===== src/rtl/jump_unit.sv =====
// jump_unit: branch-resolution unit for the ALU stage.
// Resolves the next PC for BRANCH (eight compare conditions), CALL/RET
// (through an internal circular return-address stack) and NOP, behind a
// valid/ready handshake on both sides. Results come from a registered
// output stage one cycle after accept.
//
// Ports:
//   clk             rising-edge clock
//   rst_n           synchronous reset, asserted HIGH (legacy name)
//   i_valid/o_ready request handshake (o_ready = !o_valid | i_ready)
//   i_op            00 BRANCH, 01 CALL, 10 RET, 11 NOP
//   i_cond          BRANCH condition (EQ,NE,LT,GE,LTU,GEU,ALWAYS,NEVER)
//   i_operand0/1    compare operands
//   i_direct_addr   branch/call target
//   i_program_addr  next sequential PC, also the CALL return address
//   o_valid/i_ready result handshake
//   o_addr          resolved next PC
//   o_taken         redirect taken
//   o_ras_err       result caused RAS overflow or underflow
module jump_unit #(
    parameter int DATA_WIDTH = 16,
    parameter int RAS_DEPTH  = 4
) (
    input  logic                  clk,
    input  logic                  rst_n,
    input  logic                  i_valid,
    output logic                  o_ready,
    input  logic [1:0]            i_op,
    input  logic [2:0]            i_cond,
    input  logic [DATA_WIDTH-1:0] i_operand0,
    input  logic [DATA_WIDTH-1:0] i_operand1,
    input  logic [DATA_WIDTH-1:0] i_direct_addr,
    input  logic [DATA_WIDTH-1:0] i_program_addr,
    output logic                  o_valid,
    input  logic                  i_ready,
    output logic [DATA_WIDTH-1:0] o_addr,
    output logic                  o_taken,
    output logic                  o_ras_err
);

    localparam int PW = (RAS_DEPTH > 1) ? $clog2(RAS_DEPTH) : 1;
    localparam int CW = $clog2(RAS_DEPTH + 1);
    localparam logic [CW-1:0] CNT_FULL = CW'(RAS_DEPTH);
    localparam logic [CW-1:0] CNT_ZERO = {CW{1'b0}};

    localparam logic [1:0] OP_BRANCH = 2'b00;
    localparam logic [1:0] OP_CALL   = 2'b01;
    localparam logic [1:0] OP_RET    = 2'b10;

    logic [DATA_WIDTH-1:0] ras_q [RAS_DEPTH];
    logic [PW-1:0]         sp_q, sp_d;
    logic [CW-1:0]         cnt_q, cnt_d;
    logic                  valid_q;
    logic [DATA_WIDTH-1:0] addr_q, addr_d;
    logic                  taken_q, taken_d;
    logic                  err_q, err_d;
    logic                  push_s;
    logic                  accept_s;

    function automatic logic cond_eval(input logic [2:0]            c,
                                       input logic [DATA_WIDTH-1:0] a,
                                       input logic [DATA_WIDTH-1:0] b);
        logic r;
        case (c)
            3'b000:  r = (a == b);
            3'b001:  r = (a != b);
            3'b010:  r = ($signed(a) <  $signed(b));
            3'b011:  r = ($signed(a) >= $signed(b));
            3'b100:  r = (a <  b);
            3'b101:  r = (a >= b);
            3'b110:  r = 1'b1;
            default: r = 1'b0;
        endcase
        return r;
    endfunction

    assign o_ready  = !valid_q | i_ready;
    assign accept_s = i_valid & o_ready;

    // Next result and next RAS pointer/count for the request on the inputs.
    always_comb begin
        addr_d  = i_program_addr;
        taken_d = 1'b0;
        err_d   = 1'b0;
        sp_d    = sp_q;
        cnt_d   = cnt_q;
        push_s  = 1'b0;
        case (i_op)
            OP_BRANCH: begin
                if (cond_eval(i_cond, i_operand0, i_operand1)) begin
                    addr_d  = i_direct_addr;
                    taken_d = 1'b1;
                end else begin
                    addr_d  = i_program_addr;
                    taken_d = 1'b0;
                end
            end
            OP_CALL: begin
                addr_d  = i_direct_addr;
                taken_d = 1'b1;
                push_s  = 1'b1;
                sp_d    = sp_q + PW'(1);
                // A full stack overwrites its oldest entry; count saturates.
                if (cnt_q == CNT_FULL) begin
                    err_d = 1'b1;
                    cnt_d = cnt_q;
                end else begin
                    err_d = 1'b0;
                    cnt_d = cnt_q + CW'(1);
                end
            end
            OP_RET: begin
                if (cnt_q != CNT_ZERO) begin
                    addr_d  = ras_q[sp_q];
                    taken_d = 1'b1;
                    sp_d    = sp_q - PW'(1);
                    cnt_d   = cnt_q - CW'(1);
                end else begin
                    // Underflow: fall through to NPC, stack untouched.
                    addr_d  = i_program_addr;
                    taken_d = 1'b0;
                    err_d   = 1'b1;
                end
            end
            default: begin
                addr_d  = i_program_addr;
                taken_d = 1'b0;
                err_d   = 1'b0;
            end
        endcase
    end

    // Output register, valid flag and RAS pointer/count.
    always_ff @(posedge clk) begin
        if (rst_n) begin
            valid_q <= 1'b0;
            addr_q  <= {DATA_WIDTH{1'b0}};
            taken_q <= 1'b0;
            err_q   <= 1'b0;
            sp_q    <= {PW{1'b0}};
            cnt_q   <= CNT_ZERO;
        end else if (accept_s) begin
            valid_q <= 1'b1;
            addr_q  <= addr_d;
            taken_q <= taken_d;
            err_q   <= err_d;
            sp_q    <= sp_d;
            cnt_q   <= cnt_d;
        end else if (i_ready) begin
            valid_q <= 1'b0;
        end else begin
            valid_q <= valid_q;
        end
    end

    // RAS storage: push writes the slot above the current top.
    always_ff @(posedge clk) begin
        if (!rst_n && accept_s && push_s) begin
            ras_q[sp_d] <= i_program_addr;
        end
    end

    assign o_valid   = valid_q;
    assign o_addr    = addr_q;
    assign o_taken   = taken_q;
    assign o_ras_err = err_q;

endmodule


===== config.mk =====
export PLATFORM = sky130hd
export DESIGN_NAME = jump_unit
export DESIGN_NICKNAME = d
export VERILOG_FILES = /design/src/rtl/jump_unit.sv
export SDC_FILE = /design/constraint.sdc
export NUM_CORES = 1
export LEC_CHECK = 0
export CAP_MARGIN = 20
export CORE_UTILIZATION = 45
export DETAILED_ROUTE_END_ITERATION = 8
export GPL_ROUTABILITY_DRIVEN = 1
export PLACE_DENSITY_LB_ADDON = 0.08
export RECOVER_POWER = 25
export SYNTH_ARGS = -nofsm -noshare
export SYNTH_HDL_FRONTEND = slang
export SYNTH_SLANG_ARGS = --single-unit

===== constraint.sdc =====
create_clock -name clk -period 8.25 [get_ports clk]
set_clock_uncertainty 0.05 [all_clocks]
set_input_delay 1.65 -clock clk [delete_from_list [all_inputs] [get_ports clk]]
set_output_delay 1.65 -clock clk [all_outputs]
set_load 0.02 [all_outputs]

==> metrics.yaml, run 1 <==
clocking:
  clock-sinks: 90
  cts_buffer_depth: 2
  tritoncts: "yes"
  insertion_delay_ns: 0.35
  clkTransAtPathRegs_ns: 0.09
  cts_buffers: 9
  post_cts_buffers: 0
  hold_buffers: 0
  cts_max_level: 3
  cts_resized: 0
  root_buffer: "clkbuf_8"
yosys:
  synth_edf_count: 64
  synth_largest_area_cell: "edfxtp_1"
  postSynthAreaPerCell_um2: 11.69
  yosysTopAreaCellShare: 0.3961
  syn_inst: 415
  synth_seq_area_share: 0.5034
  synth_area_um2: 4852
  synth_seq_cells: 90
  ys_types: 46
  synth_ff_type: "edfxtp_1"
  yosys_warnings: 0
  ys_top_cells_by_area: "edfxtp_1, dfxtp_1, mux4_2"
  syn-num-nets: 509
  synthArstFlopShare: 0
place:
  hpwl_um: 7677
  dpl-instance-area_um2: 5877
  placed_cells: 621
  port_buffers: 92
  routabilityCongestion: 0.7939
setup_path:
  cp-end-kind: "flop"
  cp_slowest_cell: "and3_1"
  cp_data_required_time_ns: 8.40
  cp_max_fo: 18
  critPathKind: "in -> reg"
  slowest_delay_ns: 0.82
  path_cells: "clkdlybuf4s50_1, inv_1, ha_1, nand4_1, nor4_1, xor2_1, o31ai_1, a211oi_4, and3_1, o211ai_1"
  crit_arrival_ns: 5.22
  critPathLaunchType: "input pin"
timing:
  fin_setup_tns_ns: 0
  fmax_ghz: 0.1973
  slew_viol_final: 0
  finalSetupViolations: 0
  worstMarginPinSlew_ns: 1.103
  finalCritPeriodShare: 0.6145
  grt_setup_unrepaired: "no"
  slew_headroom: 0.2639
  hold_viol_final: 0
  final.min_clock_period_ns: 5.070
outcome:
  outcome: "completed"
floorplanning:
  core_um2: 10370
  rows: 37
  die_area_um2: 11200
  initial_core_util: 0.4679
  ioPinCount: 93
  die_h_um: 105.8
  dieWidth_um: 105.8
layout:
  drive_above_1_share: 0.1252
  area_delta_synth_final_pct: 25.37
  postLayoutCoreUtil: 0.5866
  final_area_um2: 6083
  finalNonFillerCells: 639
  mostFrequentLayoutCells: "clkdlybuf4s50_1, edfxtp_1, inv_1"
  nNetsFinal: 592
  final_common_cell: "clkdlybuf4s50_1"
  diodes: 0
global_routing:
  grt_overflow: 0
  grt_max_degree: 51
  grt_pass1_vias: 3683
  grt_pass1_wl_um: 18970
  antenna_found_initial: 1
  grt.total_usage: 0.2201
route:
  postRouteAntennaNets: 0
  wl_per_cell_um: 18.37
  drtPass1Iterations: 5
  vias_per_cell: 5.947
  drt_iter0_markers: 254
  num_vias: 3800
  drt-total-wl_um: 11740
  drcViolationCount: 0
power_and_ir_drop:
  p_leak_uw: 0.002108
  peakVddDrop_mv: 0.09546
  p_per_area_nw_per_um2: 157.4
  p_total_uw: 957.6
min_path:
  hp-class: "reg -> reg"
run:
  cap_violations: 0
[final timing paths]
kind | end | cells past startpoint | start | slack (ns)
max | o_addr[0]$_SDFFE_PP0P_ | 10 | i_operand1[14] | 3.18
min | o_addr[7]$_SDFFE_PP0P_ | 2 | o_addr[7]$_SDFFE_PP0P_ | 0.45
max reg2reg | ras_q[1][0]$_DFFE_PP_ | 6 | o_valid$_SDFFE_PP0P_ | 5.50
min reg2reg | o_addr[7]$_SDFFE_PP0P_ | 2 | o_addr[7]$_SDFFE_PP0P_ | 0.45
[critical path: cells and delay by family]
kind                       cells  cell delay [ns]
AOI/OAI and AO/OA              3             0.93
buffers and inverters          2             0.49
and+or+nand+nor                3             1.63
adders and majority gates      1             0.31
xor gates and xnor gates       1             0.19
[synthesized netlist by cell type, types with 2 or more instances]
library cell	n
a21oi_1	16
a221oi_1	16
a311oi_1	2
a31oi_1	3
a32oi_1	16
and3_1	3
and4_1	16
buf_6	2
clkbuf_1	24
dfxtp_1	26
edfxtp_1	64
ha_1	20
inv_1	39
mux4_2	16
nand2_1	6
nand2b_1	17
nand3_1	19
nand4_1	21
nor2_1	21
nor2b_1	3
nor4_1	2
o211ai_1	7
o211ai_2	10
o21ai_0	20
o31ai_1	3
or3_1	2
xor2_1	2
[logic make-up after synthesis]
kind of cell / after synthesis / share of synthesized area
AND/OR/NAND/NOR: 117 / 0.1447
multiplexers: 17 / 0.07633
AO/OA/AOI/OAI: 100 / 0.1581
XOR/XNOR: 2 / 0.003611
flip-flops: 90 / 0.5034
buffers and inverters: 68 / 0.05828
adder cells (fa/ha/maj): 21 / 0.05570
[registers in the layout, indices dropped and copies added (netlist names), named ones only]
signal and cells:
o_valid 1, sp_q 2, o_addr 16, ras_q 64
o_taken 1, o_ras_err 1, cnt_q 3
[metrics by stage]
stage               hold WS, ns  setup slack (ns)
finish                   0.4501             3.180
global route             0.4894             2.947
CTS                      0.4452             3.237
detailed placement       0.4181             2.890
global placement         0.4287             3.004
floorplan                0.4568             3.954
[layout make-up]
type                    instances  area [µm²]
clock buffers                   9       123.9
fillers                       886        4287
flip-flops and latches         90        2442
inverters                      39       146.4
clock inverters                 7       52.55
repair buffers                101        1003
multi-input cells             257        2145
well taps                     136       170.2
[power by group]
| part | leakage (µW) | internal (µW) | switching [µW] | total (µW) |
|---|---|---|---|---|
| Sequential | 0.000789 | 495 | 9.59 | 505 |
| Clock | 0.0000836 | 111 | 164 | 275 |
| Combinational | 0.00123 | 84.3 | 93.1 | 177 |
[routing by layer]
| layer | routed length [µm] | track usage |
|---|---|---|
| met1 | 5357 | 0.3040 |
| met2 | 5537 | 0.3431 |
| met3 | 712 | 0.04576 |
| met4 | 121 | 0.07738 |
| met5 | 13 | 0 |
Note: power is estimated with default switching activity, not from simulation.
==> run 2, diff against run 1 <==
clock period = 4.5 ns   (was 8.25 ns; I/O delays follow)
==> metrics.yaml, run 2 (synthesized netlist as in run 1, its figures left out) <==
outcome:
  outcome: "completed"
place:
  port_buffers: 92
  hpwl_um: 8343
  placed_cells: 630
  routabilityCongestion: 0.8057
global_routing:
  grt.total_usage: 0.2266
  grt_overflow: 0
  grt_pass1_wl_um: 19370
  grt_pass1_vias: 3786
  antenna_found_initial: 0
  grt_max_degree: 51
min_path:
  hp-class: "reg -> reg"
  holdPathStages: 2
  min_to: "o_ras_err$_SDFFE_PP0P_"
  min_from: "o_ras_err$_SDFFE_PP0P_"
route:
  drt-total-wl_um: 12340
  num_vias: 3893
  wl_per_cell_um: 19.10
  drtPass1Iterations: 5
  drcViolationCount: 0
  postRouteAntennaNets: 0
  vias_per_cell: 6.026
  drt_iter0_markers: 250
clocking:
  root_buffer: "clkbuf_8"
  cts_resized: 0
  cts_max_level: 3
  tritoncts: "yes"
  cts_buffer_depth: 2
  post_cts_buffers: 0
  cts_buffers: 9
  clock-sinks: 90
  insertion_delay_ns: 0.35
  clkTransAtPathRegs_ns: 0.09
  hold_buffers: 0
setup_path:
  timing.rr.end: "ras_q[0][7]$_DFFE_PP_"
  critPathLaunchType: "input pin"
  crit_arrival_ns: 3.94
  critPathKind: "in -> reg"
  reg2reg_from: "cnt_q[0]$_SDFFE_PP0P_"
  reg2reg_setup_slack_ns: 1.94
  worst_r2r_path_depth: 8
  cp-end-kind: "flop"
  cp_max_fo: 16
  cp_data_required_time_ns: 4.64
layout:
  postLayoutCoreUtil: 0.5940
  largest_reg_flops: 64
  diodes: 0
  final_common_cell: "clkdlybuf4s50_1"
  drive_above_1_share: 0.1275
  nNetsFinal: 599
  top_register: "ras_q"
  area_delta_synth_final_pct: 26.95
  finalNonFillerCells: 646
  mostFrequentLayoutCells: "clkdlybuf4s50_1, edfxtp_1, inv_1"
  fill_cells: 898
power_and_ir_drop:
  peakVddDrop_mv: 0.2185
  p_per_area_nw_per_um2: 294.1
  p_leak_uw: 0.002155
floorplanning:
  rows: 37
  dieWidth_um: 105.8
  ioPinCount: 93
  core_um2: 10370
  die_h_um: 105.8
  initial_core_util: 0.4679
  die_area_um2: 11200
timing:
  slew_viol_final: 0
  fin_setup_tns_ns: 0
  finalSetupViolations: 0
  slew_headroom: 0.2575
  fmax_ghz: 0.2629
  worstMarginPinSlew_ns: 1.114
  hold_viol_final: 0
  grt_setup_unrepaired: "no"
  whs_ns: 0.4557
  finalCritPeriodShare: 0.8453
  final.min_clock_period_ns: 3.804
run:
  cap_violations: 0
## run 2: cell count changes in the layout (fill, tap and decap cells not counted), sizes merged
cell and change:
buf +7, bufinv +1, clkbuf +2, clkinv -2, inv -1
## run 2: layer usage
metal | global-route usage | vias up | wire length (µm)
li1 | - | 1810 | -
met5 | 0 | - | 0
met4 | 0.07044 | 0 | 245
met1 | 0.2969 | 1910 | 5446
met2 | 0.3791 | 151 | 5850
met3 | 0.04329 | 22 | 799
## run 2: cell type report
class | instances | area [µm²] | area share
flip-flops and latches | 90 | 2442 | 0.3965
clock buffers | 11 | 131.4 | 0.02133
inverters | 39 | 146.4 | 0.02377
clock inverters | 5 | 63.81 | 0.01036
well taps | 136 | 170.2 | 0.02763
repair buffers | 108 | 1069 | 0.1735
multi-input cells | 257 | 2137 | 0.3469
## run 2: worst max path at each step
stage | slack, ns | to | start | depth (start not counted)
after CTS | 0.72 | o_addr[4]$_SDFFE_PP0P_ | i_operand1[14] | 10
final | 0.70 | o_addr[1]$_SDFFE_PP0P_ | i_operand1[14] | 10
after detailed placement | 0.38 | o_addr[1]$_SDFFE_PP0P_ | i_operand1[14] | 10
after global placement | 0.45 | o_addr[3]$_SDFFE_PP0P_ | i_operand1[7] | 9
after global routing | 0.54 | o_addr[15]$_SDFFE_PP0P_ | i_operand1[14] | 10
after floorplan | 0.95 | ras_q[3][0]$_DFFE_PP_ | i_op[0] | 8
## run 2: report_power, final
group          switching (µW)  internal (µW)
Combinational             175            160
Sequential               19.2            908
Clock                     289            261
## run 2: worst max-delay path, cell delays in order
cell	delay (ns)
clkdlybuf4s50_1	0.45
inv_1	0.04
ha_1	0.31
nand4_1	0.18
nor4_1	0.59
xor2_1	0.19
o31ai_1	0.11
a211oi_4	0.18
and3_1	0.77
o211ai_1	0.21
## run 2: stage by stage
stage / worst slack, ns / power [µW] / cell area, µm²
5_1_grt: 0.5399 / 1885 / 6160
6_report: 0.6960 / 1812 / 6160
2_1_floorplan: 0.9543 / 1122 / 4852
4_1_cts: 0.7192 / 1823 / 6160
3_3_place_gp: 0.4516 / 1269 / 5922
3_5_place_dp: 0.3791 / 1281 / 5964
==> run 3, diff against run 2 <==
clock period = 3.1 ns   (was 4.5 ns; I/O delays follow)
==> metrics.yaml, run 3 (synthesized netlist as in run 1, its figures left out) <==
setup_path:
  cp_slowest_cell: "or4_4"
  cp_max_fo: 16
  critPathKind: "in -> reg"
  worst_r2r_path_depth: 5
  reg2reg_from: "cnt_q[0]$_SDFFE_PP0P_"
  cp-end-kind: "flop"
  reg2reg_setup_slack_ns: 1.10
  slowest_delay_ns: 0.50
  crit_top_cell: "o211ai_1"
  critPathLaunchType: "input pin"
  timing.rr.end: "ras_q[2][1]$_DFFE_PP_"
  cp_data_required_time_ns: 3.32
  path_cells: "clkdlybuf4s50_1, inv_1, ha_1, nor2b_1, o211ai_1, a2111o_1, and4_4, or4_4, and3_1, buf_12, o211ai_1"
  crit_arrival_ns: 3.22
min_path:
  min_to: "o_addr[11]$_SDFFE_PP0P_"
  min_from: "o_addr[11]$_SDFFE_PP0P_"
  hp-class: "reg -> reg"
  holdPathStages: 2
timing:
  slew_headroom: 0.6905
  grt_setup_unrepaired: "yes"
  worstMarginPinSlew_ns: 0.4603
  finalSetupViolations: 0
  final.min_clock_period_ns: 3.006
  finalCritPeriodShare: 0.9695
  hold_viol_final: 0
  slew_viol_final: 0
  fmax_ghz: 0.3327
  timing.final.ws_setup_ns: 0.09440
power_and_ir_drop:
  p_leak_uw: 0.002261
  peakVddDrop_mv: 0.2715
  p_per_area_nw_per_um2: 427.5
global_routing:
  antenna_found_initial: 0
  grt_max_degree: 34
  grt_pass1_vias: 4035
  grt.total_usage: 0.2225
  grt_overflow: 0
  grt_pass1_wl_um: 19370
layout:
  largest_reg_flops: 64
  postLayoutCoreUtil: 0.6079
  finalNonFillerCells: 663
  top_register: "ras_q"
  diodes: 0
  final_common_cell: "clkdlybuf4s50_1"
  area_delta_synth_final_pct: 29.91
  fill_cells: 868
  drive_above_1_share: 0.1594
  nNetsFinal: 616
  mostFrequentLayoutCells: "clkdlybuf4s50_1, edfxtp_1, inv_1"
outcome:
  outcome: "completed"
clocking:
  clock-sinks: 90
  cts_buffers: 9
  cts_buffer_depth: 2
  tritoncts: "yes"
  root_buffer: "clkbuf_8"
  hold_buffers: 0
  cts_max_level: 3
  clkTransAtPathRegs_ns: 0.10
  insertion_delay_ns: 0.35
route:
  postRouteAntennaNets: 0
  drcViolationCount: 0
  drt-total-wl_um: 11970
  vias_per_cell: 5.937
  drtPass1Iterations: 5
  wl_per_cell_um: 18.05
  drt_iter0_markers: 277
  num_vias: 3936
floorplanning:
  dieWidth_um: 105.8
  die_h_um: 105.8
  core_um2: 10370
  initial_core_util: 0.4679
  ioPinCount: 93
  die_area_um2: 11200
  rows: 37
place:
  detailedPlace.worstSlack_ns: -0.2768
  hpwl_um: 8315
  routabilityCongestion: 0.8103
  placed_cells: 647
  port_buffers: 92
run:
  cap_violations: 0
-- run 3: what timing repair did --
item                                    in CTS  in global routing
endpoints found under the setup margin       0                 17
resized for setup                            0                  1
setup buffers                                0                  0
-- run 3: routing by layer --
| layer | up-vias | wire length (µm) | global-route usage |
|---|---|---|---|
| met2 | 149 | 5842 | 0.3739 |
| met1 | 1918 | 5150 | 0.2862 |
| met3 | 18 | 774 | 0.04020 |
| li1 | 1851 | - | - |
| met5 | - | 0 | 0 |
| met4 | 0 | 201 | 0.08333 |
-- run 3: report_power, final --
| group | switching [µW] | total (µW) | internal, µW |
|---|---|---|---|
| sequential | 22.8 | 1340 | 1320 |
| combinational | 262 | 514 | 252 |
| clock | 433 | 840 | 407 |
| total | 718 | 2690 | 1980 |
-- run 3: worst max-delay path by stage --
stage | from | to | slack [ns]
after floorplan | i_op[0] | ras_q[3][0]$_DFFE_PP_ | -0.17
after global placement | i_operand1[1] | o_addr[4]$_SDFFE_PP0P_ | -0.22
after detailed placement | i_operand1[11] | o_addr[4]$_SDFFE_PP0P_ | -0.28
after CTS | i_operand1[1] | o_addr[4]$_SDFFE_PP0P_ | 0.08
after global routing | i_operand1[1] | o_taken$_SDFFE_PP0P_ | -0.02
final | i_operand1[1] | o_addr[1]$_SDFFE_PP0P_ | 0.09
-- run 3: cell type report --
type                    count  area [µm²]  area share
clock buffers              10       137.6     0.02183
multi-input cells         257        2141      0.3396
repair buffers            125        1194      0.1894
clock inverters             6       72.57     0.01151
well taps                 136       170.2     0.02699
inverters                  39       146.4     0.02322
flip-flops and latches     90        2442      0.3875
-- run 3: metrics by stage --
step                instance area (µm²)  power (µW)   TNS, ns  hold WS [ns]
finish                             6304        2695         0        0.4370
global route                       6304        2801  -0.03465        0.4618
detailed placement                 6087        1881    -4.256        0.4207
global placement                   6087        1872    -3.481        0.4108
floorplan                          4852        1629    -6.761        0.4568
CTS                                6297        2707         0        0.4463
-- run 3: worst max-delay path, delay by kind of cell --
kind / cells / cell delay (ns)
and+or+nand+nor: 4 / 1.02
AOI/OAI and AO/OA: 3 / 0.65
buffers and inverters: 3 / 0.66
adders and majority gates: 1 / 0.27
==> edit (config.mk and constraints of run 2) <==
`DATA_WIDTH`: 16 -> 20.
--- a/src/rtl/jump_unit.sv
+++ b/src/rtl/jump_unit.sv
@@ -19,5 +19,5 @@
 //   o_ras_err       result caused RAS overflow or underflow
 module jump_unit #(
-    parameter int DATA_WIDTH = 16,
+    parameter int DATA_WIDTH = 20,
     parameter int RAS_DEPTH  = 4
 ) (
Ports: changed (5 resized); port bits go from 93 to 113. The function was not compared with the original's and may differ.
==> edit against run 2 <==
  * Area after synthesis is 20% higher
  * Worst setup slack better by 30 ps
  * Routed wire length is 24% higher
  * First-iteration DRC count grew 70%
  * Count of clock-buffer cells in the layout grew 1
  * Sequential cell count increased by 20
  * Final cell count grew 24%
  * Total power increased by 34%
  * Sequential share of layout area is 0.078 points higher
  * Utilization rose by 0.50 points
  * Largest cell class unchanged
  * Worst hold slack worse by 2.3 ps
  * Cell area increased by 23%
  * Synthesized cell count is 24% higher
  * Maximum frequency grew 0.80%
==> edit: results (changes against run 2) <==
Logic synthesis
  • Library cells used by synthesis: 44 (-4.3%)
  • Synthesized Nets: 627 (+23%)
  • Most common library cells after synthesis: edfxtp_1 (80), inv_1 (51), nor2_1 (49)
  • Post-Syn Instances: 513 (+24%)
  • Post-synth EDFFs: 80 (+25%)
  • Largest cells by area after synthesis: edfxtp_1 (41%), dfxtp_1 (10%), mux4_2 (7.7%)
  • Seq/Total Area, Yosys: 51.4% (+1.1 points)

Outcome
  • Status: completed

Worst setup path
  • Critical-path maximum fanout: 41 (+25)
  • Critical path arrival: 3960 ps (+20 ps)
  • Reg2reg setup slack: 1500 ps (-440 ps)
  • RR Endpoint: ras_q[0][2]

Detailed routing
  • DRT iter0 DRCs: 425 (+70%)
  • Vias per inst: 5.88 (-2.4%)
  • Drt pass-1 iters: 7 (+2)
  • WL/cell: 19.1 µm (+0.11%)

Place
  • DP HPWL: 10300 µm (+24%)
  • Placed Cells: 784 (+24%)
  • IO Port Bufs: 112 (+22%)
  • GPL Wtd Cong: 0.794 (-1.4%)

Finish
  • Max reg flops: 80 (+25%)
  • Fillers: 1077 (+20%)
  • Final non-filler cell total: 800 (+24%)
  • Share of cells above drive strength 1: 9.87% (-2.9 points)
  • Nets: 737 (+23%)

GRT
  • First-pass GRT wire length: 23700 µm (+23%)
  • Largest net degree at the start of global routing: 42 (-18%)
  • GR Util All Layers: 24.1% (+1.5 points)

Power and ir drop
  • Sw frac: 24.6% (-2.1 points)
  • Leak: 2.85 nW (+32%)

Clock tree
  • Root Buffer: clkbuf_16
  • Reg clk slew, reported paths: 70 ps (-20 ps)
  • Post-CTS Setup Inserts: 0 (unchanged)

STA
  • Slew headroom: 25.9% (+0.13 points)
  • Hold Slack: 453 ps (-2.33 ps)

Worst hold path
  • Worst hold path cell count: 2 (unchanged)
-- edit: cell types whose count changed in the layout (fill, tap and decap cells not counted), moves of 10 or more --
cell / delta
clkdlybuf4s50_1: +16
edfxtp_1: +16
o211ai_2: -10
nor2_1: +28
nand2b_1: -12
nor3b_1: +21
a211o_1: +20
nand4_1: -17
inv_1: +12
nor3_1: +23
a32oi_1: -16
-- edit: area by class of cell --
class                           count  area share (%)
Sequential cell                   110            39.7
Timing Repair Buffer              130            17.2
Inverter                           51            2.53
Clock buffer                       12            3.26
Multi-Input combinational cell    321            33.5
Tap cell                          172            2.85
Clock inverter                      4           0.944
-- edit: layer usage --
metal / up-vias / part of all wire, % / track usage [%]
met1: 2283 / 41 / 28.3
met4: 0 / 2.6 / 11.1
li1: 2175 / - / -
met2: 197 / 49 / 41.9
met5: - / 0 / 0
met3: 48 / 7.2 / 5.70
-- edit: stage by stage --
step / util [%] / worst slack [ps] / instance area (µm²)
2_1_floorplan: - / 629 / 5840
3_3_place_gp: 57.3 / 448 / 7230
3_5_place_dp: 57.4 / 379 / 7240
4_1_cts: 59.9 / 749 / 7560
5_1_grt: 59.9 / 535 / 7560
6_report: 59.9 / 726 / 7560
-- edit: power groups by stage --
stage | combinational [W] | sequential (W) | clock [W]
2_1_floorplan | 0.000205 | 0.00118 | 0
3_3_place_gp | 0.000420 | 0.00116 | 0
3_5_place_dp | 0.000435 | 0.00116 | 0
4_1_cts | 0.000437 | 0.00114 | 0.000864
5_1_grt | 0.000471 | 0.00114 | 0.000896
6_report | 0.000434 | 0.00114 | 0.000849
-- edit: kinds of logic (layout without fill, tap and decap cells) --
| group | after synthesis | count (layout) | share of synthesized area, % |
|---|---|---|---|
| AND/OR/NAND/NOR | 175 | 175 | 17.3 |
| flip-flops | 110 | 110 | 51.4 |
| AO/OA/AOI/OAI | 96 | 96 | 11.5 |
| buffers and inverters | 82 | 197 | 5.66 |
| adder cells (fa/ha/maj) | 25 | 25 | 5.49 |
| multiplexers | 24 | 24 | 8.42 |
| XOR/XNOR | 1 | 1 | 0.150 |
-- edit: worst max path at each step --
stage,to,cells past startpoint,slack [ps],startpoint
floorplan,ras_q[2][0],8,630,i_op[0]
global placement,o_addr[1],12,450,i_operand1[19]
detailed placement,o_addr[15],12,380,i_operand1[19]
CTS,o_addr[15],12,750,i_operand1[19]
global route,o_addr[14],12,540,i_operand1[11]
finish,o_addr[15],12,730,i_operand1[19]
-- edit: critical path: stages --
cell and delay, ps:
clkdlybuf4s50_1 450, inv_1 40, ha_1 390, nand4_4 170, nor4_4 390, and3_1 210
nor4_1 40, or3_1 410, nor4_4 340, buf_12 260, nor2_1 80, a211o_1 270
